===== src/rtl/imem_loader.sv =====
// rtl/imem_loader.sv - byte-stream loader writing a length/checksum framed image into instruction memory
// Optional inter-byte timeout: define IMEM_LOADER_TIMEOUT_EN.
module imem_loader #(
    parameter int          MEM_BYTES      = 109,
    parameter logic [31:0] BASE_ADDR      = 32'h0,
    parameter int          TIMEOUT_CYCLES = 1000
) (
    input  logic        clk,
    input  logic        reset,
    input  logic        in_valid,
    input  logic [7:0]  in_data,
    output logic        in_ready,
    input  logic        restart,
    output logic        mem_we,
    output logic [31:0] mem_addr,
    output logic [7:0]  mem_wdata,
    output logic        cpu_hold,
    output logic        done,
    output logic        error,
    output logic [1:0]  err_code
);

    localparam logic [15:0] MAX_LEN = 16'(MEM_BYTES);

    typedef enum logic [2:0] {
        S_IDLE,
        S_LEN_HI,
        S_PAYLOAD,
        S_CHECK,
        S_DONE,
        S_ERROR
    } state_t;

    state_t      state, state_n;
    logic [15:0] len, len_n;
    logic [15:0] cnt, cnt_n;
    logic [7:0]  acc, acc_n;
    logic        mem_we_n;
    logic [31:0] mem_addr_n;
    logic [7:0]  mem_wdata_n;
    logic [1:0]  err_code_n;
    logic        accept;
    logic [15:0] full_len;

    assign in_ready = (state == S_IDLE) || (state == S_LEN_HI) ||
                      (state == S_PAYLOAD) || (state == S_CHECK);
    assign accept   = in_valid && in_ready;
    assign done     = (state == S_DONE);
    assign error    = (state == S_ERROR);
    assign cpu_hold = (state != S_DONE);
    assign full_len = {in_data, len[7:0]};

`ifdef IMEM_LOADER_TIMEOUT_EN
    localparam int TW = $clog2(TIMEOUT_CYCLES + 1);
    logic [TW-1:0] tcnt, tcnt_n;
    logic          timing;

    assign timing = (state == S_LEN_HI) || (state == S_PAYLOAD) || (state == S_CHECK);
`endif

    always_ff @(posedge clk) begin
        if (reset) begin
            state     <= S_IDLE;
            len       <= 16'h0;
            cnt       <= 16'h0;
            acc       <= 8'h0;
            mem_we    <= 1'b0;
            mem_addr  <= BASE_ADDR;
            mem_wdata <= 8'h0;
            err_code  <= 2'd0;
        end else begin
            state     <= state_n;
            len       <= len_n;
            cnt       <= cnt_n;
            acc       <= acc_n;
            mem_we    <= mem_we_n;
            mem_addr  <= mem_addr_n;
            mem_wdata <= mem_wdata_n;
            err_code  <= err_code_n;
        end
    end

`ifdef IMEM_LOADER_TIMEOUT_EN
    always_ff @(posedge clk) begin
        if (reset) begin
            tcnt <= '0;
        end else begin
            tcnt <= tcnt_n;
        end
    end
`endif

    always_comb begin
        state_n     = state;
        len_n       = len;
        cnt_n       = cnt;
        acc_n       = acc;
        mem_we_n    = 1'b0;
        mem_addr_n  = mem_addr;
        mem_wdata_n = mem_wdata;
        err_code_n  = err_code;

        case (state)
            S_IDLE: begin
                if (accept) begin
                    len_n   = {8'h0, in_data};
                    state_n = S_LEN_HI;
                end
            end
            S_LEN_HI: begin
                if (accept) begin
                    len_n = full_len;
                    cnt_n = 16'h0;
                    acc_n = 8'h0;
                    if (full_len > MAX_LEN) begin
                        state_n    = S_ERROR;
                        err_code_n = 2'd1;
                    end else if (full_len == 16'h0) begin
                        state_n = S_CHECK;
                    end else begin
                        state_n = S_PAYLOAD;
                    end
                end
            end
            S_PAYLOAD: begin
                if (accept) begin
                    mem_we_n    = 1'b1;
                    mem_addr_n  = BASE_ADDR + {16'h0, cnt};
                    mem_wdata_n = in_data;
                    acc_n       = acc + in_data;
                    cnt_n       = cnt + 16'd1;
                    if (cnt == len - 16'd1) begin
                        state_n = S_CHECK;
                    end
                end
            end
            S_CHECK: begin
                if (accept) begin
                    if (in_data == acc) begin
                        state_n = S_DONE;
                    end else begin
                        state_n    = S_ERROR;
                        err_code_n = 2'd2;
                    end
                end
            end
            S_DONE, S_ERROR: begin
                if (restart) begin
                    state_n    = S_IDLE;
                    err_code_n = 2'd0;
                    len_n      = 16'h0;
                    cnt_n      = 16'h0;
                    acc_n      = 8'h0;
                end
            end
            default: begin
                state_n = S_IDLE;
            end
        endcase

`ifdef IMEM_LOADER_TIMEOUT_EN
        // An accepted byte on the expiry edge wins over the timeout.
        tcnt_n = '0;
        if (timing && !accept) begin
            if (tcnt == TW'(TIMEOUT_CYCLES - 1)) begin
                state_n    = S_ERROR;
                err_code_n = 2'd3;
            end else begin
                tcnt_n = tcnt + 1'b1;
            end
        end
`endif
    end

endmodule


===== config.mk =====
export PLATFORM = sky130hd
export DESIGN_NAME = imem_loader
export DESIGN_NICKNAME = d
export VERILOG_FILES = /design/src/rtl/imem_loader.sv
export SDC_FILE = /design/constraint.sdc
export NUM_CORES = 1
export LEC_CHECK = 0
export CELL_PAD_IN_SITES_DETAIL_PLACEMENT = 0
export CELL_PAD_IN_SITES_GLOBAL_PLACEMENT = 1
export CORE_MARGIN = 2
export CORE_UTILIZATION = 43
export CTS_CLUSTER_DIAMETER = 150
export DETAILED_ROUTE_END_ITERATION = 7
export MAX_ROUTING_LAYER = met4
export PLACE_DENSITY = 0.87
export SYNTH_ARGS = -nofsm -noshare
export SYNTH_HDL_FRONTEND = slang
export SYNTH_SLANG_ARGS = --single-unit

===== constraint.sdc =====
create_clock -name clk -period 3.66 [get_ports clk]
set_input_delay 1.098 -clock clk [delete_from_list [all_inputs] [get_ports clk]]
set_output_delay 1.098 -clock clk [all_outputs]
set_load 0.05 [all_outputs]

Word-level counts from Yosys, hierarchy flattened
Cells that the tools add are included.
{"block": "totals", "ff_bits": 70, "elab_cells": 77}
{"block": "op_classes", "add_sub_neg": 3, "n_lt_le_gt_ge": 1, "eq_ne": 16, "mux": 28, "n_bitwise": 2, "reduce_logical": 18}
{"op": "case mux 16 bit (3 select lines)", "n": 2}
{"op": "2-to-1 mux 16 bit", "n": 5}
{"op": "2-to-1 mux 8 bit", "n": 3}
{"op": "case mux 8 bit (3 select lines)", "n": 1}
{"op": "2-to-1 mux 3 bit", "n": 7}
{"op": "adder 16 x 1 -> 16 bit, second input constant", "n": 1}
{"op": "equality test 16 bit", "n": 1}
{"op": "greater-than comparator 16 x 7 -> 1 bit, second input constant", "n": 1}
{"op": "zero test 16 bit", "n": 1}
{"op": "subtractor 16 x 1 -> 16 bit, second input constant", "n": 1}
{"op": "case mux 3 bit (5 select lines)", "n": 1}
{"op": "!= test 2 bit, second input constant", "n": 6}
{"op": "AND reduction 4 bit", "n": 3}
{"op": "AND reduction 6 bit", "n": 2}
{"op": "2-to-1 mux 2 bit", "n": 5}
{"op": "nonzero test 3 bit", "n": 3}
{"op": "adder 8 bit", "n": 1}
{"op": "equality test 8 bit", "n": 1}
{"op": "equality test 3 x 2 -> 1 bit, second input constant", "n": 2}
{"op": "equality test 3 bit, second input constant", "n": 2}
{"op": "case mux 2 bit (3 select lines)", "n": 1}
{"op": "!= test 2 x 1 -> 1 bit, second input constant", "n": 2}
{"op": "OR reduction 2 bit", "n": 2}
{"op": "equality test 3 x 1 -> 1 bit, second input constant", "n": 1}
{"op": "other kinds (8)", "n": 13}

Logic depth before layout (Yosys ltp)
Gate-level depths: netlist (run 1).
{"block": "depth", "depth_word": 7, "ltp_mapped": 9, "ltp_nobuf": 9}

Worst setup path before layout (run 1)
Ideal clock, no wire load.
{"block": "synth_timing", "path_type": "input port to flip-flop", "from": "input in_data[0]", "to": "register acc[6]", "setup_time_ps": 128, "t_arrival_ps": 2526, "path_slack_ps": 1007, "cell_stages": 9, "path_cell_list": "ha_1 > fa_1 > a21o_1 > a21oi_1 > o21bai_1 > a21oi_1 > xnor2_1 > a22oi_1 > nor2_1"}
{"block": "synth_between", "elab_chain_cells": 3}
{"item": "start, declared", "line_no": "11", "rtl": "input logic [7:0] in_data,"}
{"item": "adder 8 bit", "line_no": "130", "rtl": "acc_n = acc + in_data;"}
{"item": "2-to-1 mux 8 bit", "line_no": "126", "rtl": "if (accept) begin"}
{"item": "case mux 8 bit (3 select lines)", "line_no": "103", "rtl": "case (state)"}
{"item": "end signal, assigned", "line_no": "75", "rtl": "acc <= acc_n;"}
{"item": "end, declared", "line_no": "37", "rtl": "logic [7:0] acc, acc_n;"}
No other way between the ends. The select of a mux whose other input is x is not followed.
A chain may end at the register's enable or synchronous reset.

Worst setup path after layout (run 1)
{"block": "layout_timing", "from": "register state[1]", "to": "output done"}
{"block": "layout_between", "elab_chain_cells": 1}
{"item": "start, declared", "line_no": "34", "rtl": "state_t state, state_n;"}
{"item": "start signal, assigned", "line_no": "72", "rtl": "state <= state_n;"}
{"item": "equality test 3 bit", "line_no": "48", "rtl": "assign done = (state == S_DONE);"}
{"item": "end, declared", "line_no": "18", "rtl": "output logic done,"}
No other way between the ends.

==> flow_summary_export.csv, run 1 <==
group,metric,value,unit
run_status,status,"complete, no violations",
clock_network,cts_hold_buf,0,
pwr,switchingPower,0.000521,W
pwr,switching_share,27.1,%
pwr,leakage,1.65,nW
min_path,hold_path.class,"reg -> reg",
worst_setup_path,path_class,"reg -> out",
pwr,vdd_drop_max,0.000192,V
clock_network,tritoncts,"built",
die,rows,33,
die,die-area,9270,µm²
layout,nFillCells,801,
placed_design,place_inst,588,
routing,drt-initial-drc-count,161,
clock_network,clock_latency,0.35,ns
layout,fin_cells,604,
clock_network,cts-resized-gates,0,
clock_network,cts_max_path_buffers,2,
worst_setup_path,ff2ff_setup_slack,1.35,ns
pwr,internal_power,0.00140,W
routing,wire_per_inst,14.3,µm
routing,vias,3131,
min_path,min_path_cells,2,
global_routing,grt_pass1_wl,13900,µm
placed_design,port-buffer-count,42,
sta,slew-limit-headroom,40.7,%
synthesis,ys_types,55,
layout,antenna_cells,0,
synthesis,ys_warn_count,0,
sta,worst_pin_slew,0.888,ns
global_routing,groute.usage.overall,20.1,%
clock_network,cts.clk_slew.worst_paths,0.08,ns
worst_setup_path,crit_path_end,"done",
worst_setup_path,critical_path.startpoint_type,"flop",
placed_design,place.detailed.hpwl,6250,µm
synthesis,yosysSeqAreaShare,38.3,%
global_routing,grt_use_met1,24.9,%
worst_setup_path,arrival,2.20,ns
routing,drc,0,
pwr,p_clk_share,43.7,%
synthesis,synth_area,3660,µm²
global_routing,grt_antenna_before_repair,0,
clock_network,htreeDepth,3,
clock_network,cts_buffers,9,
pwr,power,0.00192,W
layout,syn_to_final_growth,19.6,%
layout,final_nets,517,
worst_setup_path,crit_fanout,12,
routing,wl,8640,µm
sta,finalCritPeriodShare,90.2,%
synthesis,synth_edf_count,0,
global_routing,grt_pass1_vias,2913,
run,maxCapViolations,0,
sta,fmax,303,MHz
synthesis,ys.flop_type,"dfxtp_1",
worst_setup_path,critical_path_required,2.56,ns
worst_setup_path,cp-startpoint,"state[1]$_SDFFE_PP0P_",
worst_setup_path,end_kind,"primary output",
global_routing,overflow,0,
routing,vias_per_cell,5.18,
global_routing,grt_max_degree,30,
die,initial_core_util,44.5,%
worst_setup_path,crit-reg2reg-capture,"state[0]$_SDFFE_PP0P_",
synthesis,ys_async_sr_fraction,0,%
synthesis,synthCells,458,
pwr,p_seq_share,41.4,%
placed_design,place_congestion,0.864,
synthesis,syn_avg_cell_area,7.99,µm²
sta,final-hold-violation-count,0,
global_routing,use_met3,2.98,%
sta,setup_slack,0.358,ns
clock_network,cts-root-buf,"clkbuf_8",
clock_network,cts_setup_buffers,0,
sta,rsz0062_at_grt,"false",
global_routing,use_met2,32.3,%
routing,first_pass_iters,4,
layout,drive_gt1_share,7.62,%
sta,drv_slew,0,
die,pin_count,59,
pwr,p_comb_share,14.9,%
placed_design,dp_slack,0.287,ns
sta,fin_skew,0.00905,ns
worst_setup_path,worst-r2r-cell-count,7,
pwr,powerDensity,440,nW/µm²
die,coreArea,8220,µm²
die,dieHeight,96.3,µm
synthesis,synth_seq_cells,70,
sta,finalCriticalPeriod,3.30,ns
sta,setup_viol,0,
routing,final_antenna_net_count,0,
global_routing,grt-busiest-layer,"met2",
die,fp.dieW,96.3,µm
worst_setup_path,rr_startpoint,"state[1]$_SDFFE_PP0P_",
clock_network,cts_sinks,70,
sta,setup_tns,0,ns
==> metrics by stage <==
stage / cell area, µm² / hold WS [ns] / utilization (%)
3_5_place_dp: 4110 / 0.446 / 50.0
4_1_cts: 4380 / 0.457 / 53.3
6_report: 4380 / 0.455 / 53.3
2_1_floorplan: 3720 / 0.444 / -
5_1_grt: 4380 / 0.479 / 53.3
3_3_place_gp: 4110 / 0.442 / 50.0
==> worst min path at each step <==
stage | startpoint | to | slack (ns)
2_1_floorplan | len[15]$_SDFFE_PP0P_ | len[15]$_SDFFE_PP0P_ | 0.44
3_3_place_gp | mem_addr[10]$_SDFFE_PP0P_ | mem_addr[10]$_SDFFE_PP0P_ | 0.44
3_5_place_dp | mem_wdata[5]$_SDFFE_PP0P_ | mem_wdata[5]$_SDFFE_PP0P_ | 0.45
4_1_cts | mem_wdata[5]$_SDFFE_PP0P_ | mem_wdata[5]$_SDFFE_PP0P_ | 0.46
5_1_grt | mem_addr[2]$_SDFFE_PP0P_ | mem_addr[2]$_SDFFE_PP0P_ | 0.48
6_report | mem_addr[9]$_SDFFE_PP0P_ | mem_addr[9]$_SDFFE_PP0P_ | 0.46
==> worst max-delay path, cell delays in order, from the launching register on <==
cell             delay, ns
dfxtp_1               0.47
nand2b_1              0.25
or2_2                 0.31
inv_1                 0.05
clkdlybuf4s50_1       0.79
==> power groups by stage <==
stage | registers, W | logic [W] | clock network, W
2_1_floorplan | 0.000809 | 0.000235 | 0
3_3_place_gp | 0.000813 | 0.000280 | 0
3_5_place_dp | 0.000814 | 0.000284 | 0
4_1_cts | 0.000796 | 0.000286 | 0.000852
5_1_grt | 0.000798 | 0.000314 | 0.000882
6_report | 0.000796 | 0.000287 | 0.000841
==> synth_stat cells (2+ instances only) <==
cell type,instances,area share (%)
o21bai_1,2,0.41
a22oi_1,8,1.6
nand3_1,26,3.6
a41oi_1,2,0.48
o21ai_0,4,0.55
and3_1,7,1.2
nor2_1,48,4.9
nor2b_1,2,0.34
inv_1,7,0.72
nand2_1,77,7.9
ha_1,10,3.4
a21oi_1,52,7.1
nor4_1,4,0.68
buf_2,4,0.55
a211oi_1,2,0.41
nand4_1,2,0.34
buf_4,17,3.5
a31oi_1,2,0.34
mux2i_1,2,0.55
and2_1,3,0.51
xnor2_1,16,3.8
o22ai_1,2,0.34
nor3_1,7,0.96
or3_1,2,0.34
xor2_1,24,5.7
nand3b_1,4,0.82
clkbuf_1,20,2.1
or2_2,3,0.51
dfxtp_1,70,38
nor4b_1,2,0.48
and4_1,3,0.72
==> cell usage in the layout (no fill, tap or decap), drive strengths merged, types with 3 or more instances in the layout <==
master and n:
dfxtp 70, o21ai 5, nor2 50, a22oi 8, nand2 77, ha 10
a21oi 52, and3 7, clkdlybuf4s50 41, or2 4, and4 3, xnor2 16
xor2 24, conb 16, clkbuf 9, nor4 5, nand3 26, nand3b 4
buf 10, bufinv 4, inv 8, and2 3, nor3 8
==> kinds of logic after synthesis <==
family	after synthesis	synth area share (%)
buffers and inverters	48	6.80
DFF	70	38.3
adders and majority gates	11	3.97
muxes	2	0.547
other	1	0.102
and+or+nand+nor	200	26.6
xor gates and xnor gates	40	9.57
AOI/OAI and AO/OA	86	14.2
==> registers in the layout, indices dropped and copies added, names as in the netlist <==
| register | count |
|---|---|
| acc | 8 |
| cnt | 16 |
| err_code | 2 |
| len | 16 |
| mem_addr | 16 |
| mem_wdata | 8 |
| mem_we | 1 |
| state | 3 |
==> final cells by class <==
class | count | area (µm²) | share of cell area, %
Multi-Input combinational cell | 355 | 2070 | 47.2
Sequential cell | 70 | 1400 | 32.0
Timing Repair Buffer | 51 | 483 | 11.0
Clock inverter | 7 | 145 | 3.32
Tap cell | 105 | 131 | 3.00
Clock buffer | 9 | 124 | 2.83
Inverter | 7 | 26.3 | 0.600
==> routing by layer <==
layer,vias up,part of all wire [%]
li1,1602,-
met1,1463,48
met2,56,47
met3,10,3.3
met4,0,1.9
met5,-,0
Power figures use the tool's default switching activity.
==> run 2: changes to the inputs <==
--- a/config.mk
+++ b/config.mk
@@ -5,6 +5,7 @@
 export SDC_FILE = /design/constraint.sdc
 export NUM_CORES = 1
 export LEC_CHECK = 0
+export ABC_CLOCK_PERIOD_IN_PS = 3660
 export CELL_PAD_IN_SITES_DETAIL_PLACEMENT = 0
 export CELL_PAD_IN_SITES_GLOBAL_PLACEMENT = 1
 export CORE_MARGIN = 2
==> results of run 2 <==
Final layout, timing and power as in run 1 (identical DEF).
